## src/rtl/sonic_addr_pkg.sv

```systemverilog
// Shared types for the sonic address generator / converter pair.
package sonic_addr_pkg;

  localparam int SONIC_ADDR_WIDTH = 13;
  localparam int SONIC_LEN_WIDTH  = 13;

  typedef logic [SONIC_ADDR_WIDTH-1:0] sonic_addr_t;

  typedef enum logic {
    IDLE = 1'b0,
    RUN  = 1'b1
  } gen_state_e;

endpackage

```

## src/rtl/sonic_address_generator_if.sv

```systemverilog
// Command and address-stream handshake bundle; cmd_stride exists only when
// SONIC_ADDR_GEN_STRIDE_EN is defined.
interface sonic_address_generator_if
  import sonic_addr_pkg::*;
#(
  parameter int ADDR_WIDTH = SONIC_ADDR_WIDTH,
  parameter int LEN_WIDTH  = SONIC_LEN_WIDTH
);
  logic                  cmd_valid;
  logic                  cmd_ready;
  logic [ADDR_WIDTH-1:0] cmd_base;
  logic [LEN_WIDTH-1:0]  cmd_len;
`ifdef SONIC_ADDR_GEN_STRIDE_EN
  logic [ADDR_WIDTH-1:0] cmd_stride;
`endif
  logic                  addr_valid;
  logic                  addr_ready;
  logic [ADDR_WIDTH-1:0] addr;
  logic                  addr_last;

  // master: the generator side (accepts commands, drives the address stream)
  modport master (
`ifdef SONIC_ADDR_GEN_STRIDE_EN
    input  cmd_stride,
`endif
    input  cmd_valid, cmd_base, cmd_len, addr_ready,
    output cmd_ready, addr_valid, addr, addr_last
  );

  modport slave (
`ifdef SONIC_ADDR_GEN_STRIDE_EN
    output cmd_stride,
`endif
    output cmd_valid, cmd_base, cmd_len, addr_ready,
    input  cmd_ready, addr_valid, addr, addr_last
  );
endinterface

```

## src/rtl/sonic_ring_incr.sv

```systemverilog
// Combinational next address in a ring of RING_DEPTH words (any depth 2..2**ADDR_WIDTH).
module sonic_ring_incr #(
  parameter int ADDR_WIDTH = 13,
  parameter int RING_DEPTH = 8192
) (
  input  logic [ADDR_WIDTH-1:0] addr,
  input  logic [ADDR_WIDTH-1:0] stride,
  output logic [ADDR_WIDTH-1:0] next_addr
);
  localparam logic [ADDR_WIDTH:0] DEPTH = (ADDR_WIDTH+1)'(RING_DEPTH);

  logic [ADDR_WIDTH:0] sum;
  logic [ADDR_WIDTH:0] wrapped;

  // One extra bit so addr+stride never overflows before the wrap compare.
  assign sum       = {1'b0, addr} + {1'b0, stride};
  assign wrapped   = (sum >= DEPTH) ? (sum - DEPTH) : sum;
  assign next_addr = wrapped[ADDR_WIDTH-1:0];
endmodule

```

## src/rtl/sonic_address_generator.sv

```systemverilog
// Turns (base, len) commands into a stream of ring-buffer word addresses.
// Optional per-command stride when SONIC_ADDR_GEN_STRIDE_EN is defined.
module sonic_address_generator
  import sonic_addr_pkg::*;
#(
  parameter int ADDR_WIDTH = SONIC_ADDR_WIDTH,
  parameter int LEN_WIDTH  = SONIC_LEN_WIDTH,
  parameter int RING_DEPTH = 8192
) (
  input  logic                         clk,
  input  logic                         rst,
  sonic_address_generator_if.master    bus,
  output logic                         done,
  output logic                         err,
  output logic                         busy
);
  localparam logic [ADDR_WIDTH:0] DEPTH = (ADDR_WIDTH+1)'(RING_DEPTH);

  gen_state_e            state;
  logic [ADDR_WIDTH-1:0] addr_q;
  logic [LEN_WIDTH-1:0]  remaining;
  logic [ADDR_WIDTH-1:0] step;
  logic [ADDR_WIDTH-1:0] next_addr;
  logic                  base_bad;
  logic                  stride_bad;

  assign base_bad = ({1'b0, bus.cmd_base} >= DEPTH);

`ifdef SONIC_ADDR_GEN_STRIDE_EN
  logic [ADDR_WIDTH-1:0] stride_q;
  assign step       = stride_q;
  assign stride_bad = ({1'b0, bus.cmd_stride} > DEPTH);
`else
  assign step       = ADDR_WIDTH'(1);
  assign stride_bad = 1'b0;
`endif

  sonic_ring_incr #(
    .ADDR_WIDTH (ADDR_WIDTH),
    .RING_DEPTH (RING_DEPTH)
  ) u_incr (
    .addr      (addr_q),
    .stride    (step),
    .next_addr (next_addr)
  );

  // Both decode a single state flop, so they are glitch-free registered outputs.
  assign bus.cmd_ready = (state == IDLE);
  assign busy          = (state == RUN);
  assign bus.addr      = addr_q;

  // NOTE: all state uses non-blocking assignments and a synchronous reset
  // tested first, so every flop sees the same pre-edge values.
  always_ff @(posedge clk) begin
    if (rst) begin
      state          <= IDLE;
      addr_q         <= '0;
      remaining      <= '0;
      bus.addr_valid <= 1'b0;
      bus.addr_last  <= 1'b0;
      done           <= 1'b0;
      err            <= 1'b0;
`ifdef SONIC_ADDR_GEN_STRIDE_EN
      stride_q       <= ADDR_WIDTH'(1);
`endif
    end else begin
      done <= 1'b0;
      err  <= 1'b0;
      case (state)
        IDLE: begin
          if (bus.cmd_valid) begin
            if (base_bad || stride_bad) begin
              err <= 1'b1;
            end else if (bus.cmd_len == '0) begin
              done <= 1'b1;
            end else begin
              state          <= RUN;
              addr_q         <= bus.cmd_base;
              remaining      <= bus.cmd_len;
              bus.addr_valid <= 1'b1;
              bus.addr_last  <= (bus.cmd_len == LEN_WIDTH'(1));
`ifdef SONIC_ADDR_GEN_STRIDE_EN
              stride_q       <= (bus.cmd_stride == '0) ? ADDR_WIDTH'(1) : bus.cmd_stride;
`endif
            end
          end
        end
        RUN: begin
          // addr_valid is always high in RUN, so addr_ready alone marks a handshake.
          if (bus.addr_ready) begin
            if (remaining == LEN_WIDTH'(1)) begin
              state          <= IDLE;
              remaining      <= '0;
              bus.addr_valid <= 1'b0;
              bus.addr_last  <= 1'b0;
              done           <= 1'b1;
            end else begin
              addr_q        <= next_addr;
              remaining     <= remaining - LEN_WIDTH'(1);
              bus.addr_last <= (remaining == LEN_WIDTH'(2));
            end
          end
        end
        default: state <= IDLE;
      endcase
    end
  end
endmodule

```

## src/flat_wrapper.sv

```systemverilog
// flat-port wrapper written by rule: the top's interface ports become plain ports
module sonic_address_generator_flat import sonic_addr_pkg::*;
#(
  parameter int ADDR_WIDTH = SONIC_ADDR_WIDTH,
  parameter int LEN_WIDTH  = SONIC_LEN_WIDTH,
  parameter int RING_DEPTH = 8192
)
  (clk, rst, done, err, busy, bus_cmd_valid, bus_cmd_base, bus_cmd_len, bus_addr_ready, bus_cmd_ready, bus_addr_valid, bus_addr, bus_addr_last);
  sonic_address_generator_if #(.ADDR_WIDTH(ADDR_WIDTH), .LEN_WIDTH(LEN_WIDTH)) bus_i ();
  input  logic clk;
  input  logic rst;
  output logic done;
  output logic err;
  output logic busy;
  input wire logic [$bits(bus_i.cmd_valid)-1:0] bus_cmd_valid;
  input wire logic [$bits(bus_i.cmd_base)-1:0] bus_cmd_base;
  input wire logic [$bits(bus_i.cmd_len)-1:0] bus_cmd_len;
  input wire logic [$bits(bus_i.addr_ready)-1:0] bus_addr_ready;
  output wire logic [$bits(bus_i.cmd_ready)-1:0] bus_cmd_ready;
  output wire logic [$bits(bus_i.addr_valid)-1:0] bus_addr_valid;
  output wire logic [$bits(bus_i.addr)-1:0] bus_addr;
  output wire logic [$bits(bus_i.addr_last)-1:0] bus_addr_last;
  assign bus_i.cmd_valid = bus_cmd_valid;
  assign bus_i.cmd_base = bus_cmd_base;
  assign bus_i.cmd_len = bus_cmd_len;
  assign bus_i.addr_ready = bus_addr_ready;
  assign bus_cmd_ready = bus_i.cmd_ready;
  assign bus_addr_valid = bus_i.addr_valid;
  assign bus_addr = bus_i.addr;
  assign bus_addr_last = bus_i.addr_last;
  sonic_address_generator #(.ADDR_WIDTH(ADDR_WIDTH), .LEN_WIDTH(LEN_WIDTH), .RING_DEPTH(RING_DEPTH)) u_core (.clk(clk), .rst(rst), .bus(bus_i), .done(done), .err(err), .busy(busy));
endmodule
```

## config.mk

```make
export PLATFORM = sky130hd
export DESIGN_NAME = sonic_address_generator_flat
export DESIGN_NICKNAME = d
export VERILOG_FILES = /design/src/rtl/sonic_addr_pkg.sv /design/src/rtl/sonic_address_generator_if.sv /design/src/rtl/sonic_ring_incr.sv /design/src/rtl/sonic_address_generator.sv /design/src/flat_wrapper.sv
export SDC_FILE = /design/constraint.sdc
export NUM_CORES = 1
export LEC_CHECK = 0
export CORE_UTILIZATION = 41
export CTS_BUF_LIST = sky130_fd_sc_hd__clkbuf_4 sky130_fd_sc_hd__clkbuf_8
export DETAILED_ROUTE_END_ITERATION = 16
export PLACE_DENSITY = 0.77
export SETUP_SLACK_MARGIN = 0.1
export SKIP_CTS_REPAIR_TIMING = 1
export SYNTH_ARGS = -nofsm -noshare
export SYNTH_HDL_FRONTEND = slang
export SYNTH_SLANG_ARGS = --single-unit
```

## constraint.sdc

```tcl
create_clock -name clk -period 3.95 [get_ports clk]
set_input_delay 0.395 -clock clk [delete_from_list [all_inputs] [get_ports clk]]
set_output_delay 0.395 -clock clk [all_outputs]
set_load 0.02 [all_outputs]
```

; ---- Word level (Yosys, flattened, before mapping)
; Cells that the tools add are included.
[word_totals]
wordCells = 54
regBits = 30
memories = 0
out_inout_bits = 19
ramBits = 0
latch_bits = 0
mem_bits_ro = 0
in_bits = 30
[op_classes]
addsub = 3
reduce_logical = 4
n_shift = 0
magnitude_cmp = 1
div = 0
n_bitwise = 1
multipliers = 0
eq_ne = 8
mux = 31
[op_table]
columns = op, n
row1 = 2-to-1 mux 13 bit, 9
row2 = one-hot mux 13 bit (2 select lines), 2
row3 = == test 13 x 1 -> 1 bit (second input constant), 2
row4 = subtractor 13 x 1 -> 13 bit (second input constant), 2
row5 = 2-to-1 mux 1 bit, 16
row6 = adder 13 x 1 -> 14 bit (second input constant), 1
row7 = >= comparator 14 bit (second input constant), 1
row8 = == test 13 x 2 -> 1 bit (second input constant), 1
row9 = logical NOT 13 bit, 1
row10 = != test 2 bit (second input constant), 5
row11 = one-hot mux 1 bit (2 select lines), 4
row12 = AND reduction 4 bit, 2
row13 = AND reduction 3 bit, 1
row14 = NOT 1 bit, 1

; ---- Depth between registers and ports, before layout
[depth]
ltp_word = 6
ltp_mapped = 8

; ---- Modules after synthesis
; From an unflattened synthesis, not the netlist that was laid out.
[hier_totals]
hier_cells = 294
hier_area_um2 = 2454.9
[modules_own_cells]
columns = mod, cells_per_inst, area_per_inst_um2, instances
row1 = sonic_address_generator, 223, 1896.8, 1
row2 = sonic_ring_incr, 71, 558.0, 1

; ---- Worst setup path before layout
; OpenSTA, ideal clock, no wires.
[synth_path]
path_type = reg-to-reg
startpoint = register u_core.remaining[1]
endpoint = register u_core.addr_q[0], in the netlist u_core.bus.addr[0]
t_arrival_ps = 1563
stages_incl_launch_ff = 9
required_time_ps = 3805
setup_ps = 145
period_less_slack_ps = 1708
n_path_buf = 1
setup_slack_ps = 2242
path_cell_list = dfxtp_1 -> inv_1 -> ha_1 -> nor2b_1 -> nand4_2 -> a32o_1 -> buf_6 -> a21oi_1 -> a311oi_2
[synth_between]
elab_chain_cells = 3
[synth_rtl]
columns = item, line
row1 = from (decl), sonic_address_generator.sv:21  ; logic [LEN_WIDTH-1:0] remaining;
row2 = from (signal assigned), sonic_address_generator.sv:79  ; remaining <= bus.cmd_len;
row3 = from (signal assigned), sonic_address_generator.sv:99  ; remaining <= remaining - LEN_WIDTH'(1);
row4 = == test 13 x 1 -> 1 bit, sonic_address_generator.sv:91  ; if (remaining == LEN_WIDTH'(1)) begin
row5 = != test 2 bit (no line), -
row6 = AND reduction 4 bit (no line), -
row7 = to (signal assigned), sonic_address_generator.sv:78  ; addr_q <= bus.cmd_base;
row8 = to (signal assigned), sonic_address_generator.sv:98  ; addr_q <= next_addr;
row9 = to (decl), sonic_address_generator.sv:20  ; logic [ADDR_WIDTH-1:0] addr_q;
; No other way between the ends.
; A chain may end at the register's enable or synchronous reset.

; ---- Final worst setup path
[layout_path]
startpoint = register u_core.remaining[1]
endpoint = register u_core.addr_q[4], in the netlist u_core.bus.addr[4]
; The elaborated chain is that of the path after synthesis.

==> impl_metrics.json <==
{
  "status": "finished, final reports clean",
  "start_kind": "flip-flop",
  "grt_usage": 0.230,
  "vias": 2201,
  "antenna_left": 0,
  "seq_power_share": 0.395,
  "worstPathMaxFanout": 13,
  "insertion_delay_ns": 0.28,
  "die_area_mm2": 0.00525,
  "viasPerCell": 5.95,
  "cts_made_buffers": 5,
  "p_switching_uw": 315,
  "clk_pin_slew_ns": 0.06,
  "die_w_um": 72.5,
  "fillers": 453,
  "grt_overflow": 0,
  "drtPass1Iterations": 4,
  "max_clock_freq_mhz": 418,
  "critical_path_class": "flip-flop to flip-flop",
  "holdPathStages": 2,
  "ys.flop_type": "dfxtp_1",
  "routabilityCongestion": 0.918,
  "dp_hpwl_um": 3980,
  "crit_slowest_cell": "a32o_1",
  "seqCellArea_um2": 601,
  "hold_violations": 0,
  "synth-edff-count": 0,
  "r2r_slack_ns": 1.56,
  "rr_startpoint": "u_core.remaining[1]",
  "end_kind": "flip-flop",
  "synthCells": 262,
  "rsz0062_at_grt": "false",
  "timing.rr.end": "u_core.bus.addr[4]",
  "relSlewSlack": 0.368,
  "cts_tree": "yes",
  "drc": 0,
  "grt_pass1_vias": 1957,
  "syn_to_final_growth_pct": 28.7,
  "powerDensity_mw_per_mm2": 351,
  "start_util": 0.428,
  "ys_async_sr_fraction": 0,
  "critPathRequiredTime_ns": 4.11,
  "grt_pass1_wl_um": 9360,
  "r2r_cells": 7,
  "final_net_count": 336,
  "routedWlPerCell_um": 15.6,
  "syn-cell-area_mm2": 0.00204,
  "io_buffers": 47,
  "post-route-period-util": 0.606,
  "layout_setup_ws_ns": 1.56,
  "report.final.slew_viol_count": 0,
  "io_pins": 49,
  "combPwrFrac": 0.322,
  "drive_above_1_share": 0.102,
  "p_int_uw": 605,
  "cts_root_buf": "clkbuf_8",
  "finalSetupViolCount": 0,
  "antenna_found_initial": 0,
  "ctsHtreeMaxLevel": 2,
  "rows": 25,
  "layout_common_cells": "clkdlybuf4s50_1, nand2_1, dfxtp_1",
  "tightest_slew_ns": 0.939,
  "setup_tns_ns": 0,
  "switching_share": 0.343,
  "p_leak_uw": 0.000878,
  "preCtsSetupSlack_ns": 1.53,
  "multi_input_area_mm2": 0.00131,
  "ir_drop_mv": 0.162,
  "antenna_cells": 0,
  "yosysSeqAreaShare": 0.295,
  "min_from": "u_core.bus.addr_last",
  "hp-class": "flip-flop to flip-flop",
  "fin_skew_ns": 0.00395,
  "max_stage_delay_ns": 0.55,
  "ys_ff_latch": 30,
  "synth_cell_types": 56,
  "syn_area_per_cell_um2": 7.77,
  "cts_num_sinks": 30,
  "fp.dieH_um": 72.5,
  "drv_cap": 0,
  "yosys_warnings": 0,
  "syn_nets": 296,
  "grt_max_degree": 41,
  "cp.arrival_ns": 2.55,
  "wirelength_um": 5760,
  "final_common_cell": "clkdlybuf4s50_1",
  "hold_end": "u_core.bus.addr_last",
  "clockBufferDepth": 2,
  "drtIter0Drc": 199,
  "core-area_mm2": 0.00475,
  "pwr-share-clk": 0.283,
  "path_cells": "inv_1, ha_1, nor2b_1, nand4_2, a32o_1, nand2_1, o21ai_0",
  "min_period_ns": 2.39
}
## kinds of logic (layout without fill, tap and decap cells)
logic type	Yosys count	in the layout	share of synthesized area
DFF	30	30	0.295
AOI/OAI and AO/OA	94	94	0.323
and+or+nand+nor	105	105	0.284
buffers and inverters	26	67	0.0615
muxes	2	2	0.00983
other	1	1	0.00184
adders and majority gates	4	4	0.0246
## synthesized netlist by cell type (3+ instances only)
master	number	area share
a32o_1	3	0.015
nand2_1	37	0.068
nand4_1	3	0.0092
nor2_1	15	0.028
o32ai_1	8	0.034
a21oi_1	26	0.064
buf_2	4	0.0098
nand3_1	9	0.022
a41oi_1	3	0.013
clkbuf_1	9	0.017
dfxtp_1	30	0.30
a31o_2	5	0.022
ha_1	4	0.025
a211oi_1	4	0.015
nor4_4	3	0.031
nor3_1	11	0.027
a22o_1	3	0.013
o21ai_0	15	0.037
o211ai_1	6	0.022
nor4_1	3	0.0092
nor2b_1	7	0.022
inv_1	7	0.013
## through the flow
stage	power (uW)	instance area, um2	instances	util	hold slack (ns)
after floorplan	557	2040	262	-	0.452
after global placement	659	2520	362	0.531	0.466
after detailed placement	661	2520	362	0.531	0.477
after CTS	920	2620	370	0.551	0.489
after global routing	963	2620	370	0.551	0.517
final	920	2620	370	0.551	0.494
## flip-flops by register name, summed over array words and instances, names as in the netlist
name	flops
u_core.remaining	13
u_core.bus.addr_last	1
u_core.done	1
u_core.bus.addr_valid	1
u_core.bus.addr	13
u_core.busy	1
## per-layer routing
layer | vias up | routed length (um) | track usage
li1 | 1073 | - | -
met1 | 1022 | 2550 | 0.310
met2 | 94 | 2740 | 0.350
met3 | 12 | 372 | 0.0611
met4 | 0 | 95 | 0.0850
met5 | - | 0 | 0
## worst max-delay path: cells and delay by family (launching register included)
family | cells | cell delay [ns]
and+or+nand+nor | 3 | 0.97
AOI/OAI and AO/OA | 2 | 0.68
DFF | 1 | 0.35
adders and majority gates | 1 | 0.17
buffers and inverters | 1 | 0.10
## power groups by stage
stage | Sequential (uW) | Clock (uW) | Combinational (uW)
floorplan | 379 | 0 | 178
global placement | 368 | 0 | 290
detailed placement | 369 | 0 | 292
CTS | 363 | 264 | 294
global route | 368 | 273 | 321
finish | 363 | 260 | 297
## how the worst max path moves through the flow
stage	start	to	slack, ns	cells after the start
floorplan	u_core.remaining[1]	u_core.bus.addr[0]	2.24	8
global placement	bus_cmd_len[11]	u_core.bus.addr[2]	1.59	6
detailed placement	bus_cmd_len[11]	u_core.bus.addr[12]	1.53	6
CTS	u_core.remaining[1]	u_core.bus.addr[12]	1.57	7
global route	u_core.remaining[1]	u_core.bus.addr[6]	1.35	7
finish	u_core.remaining[1]	u_core.bus.addr[4]	1.56	7
## layout make-up
class | count | share of cell area
inverter | 8 | 0.0115
tap | 67 | 0.0320
multi-input combinational | 206 | 0.500
timing repair buffer | 51 | 0.191
clock buffer | 7 | 0.0344
sequential | 30 | 0.229
clock inverter | 1 | 0.00191
Power figures use the tool's default switching activity.
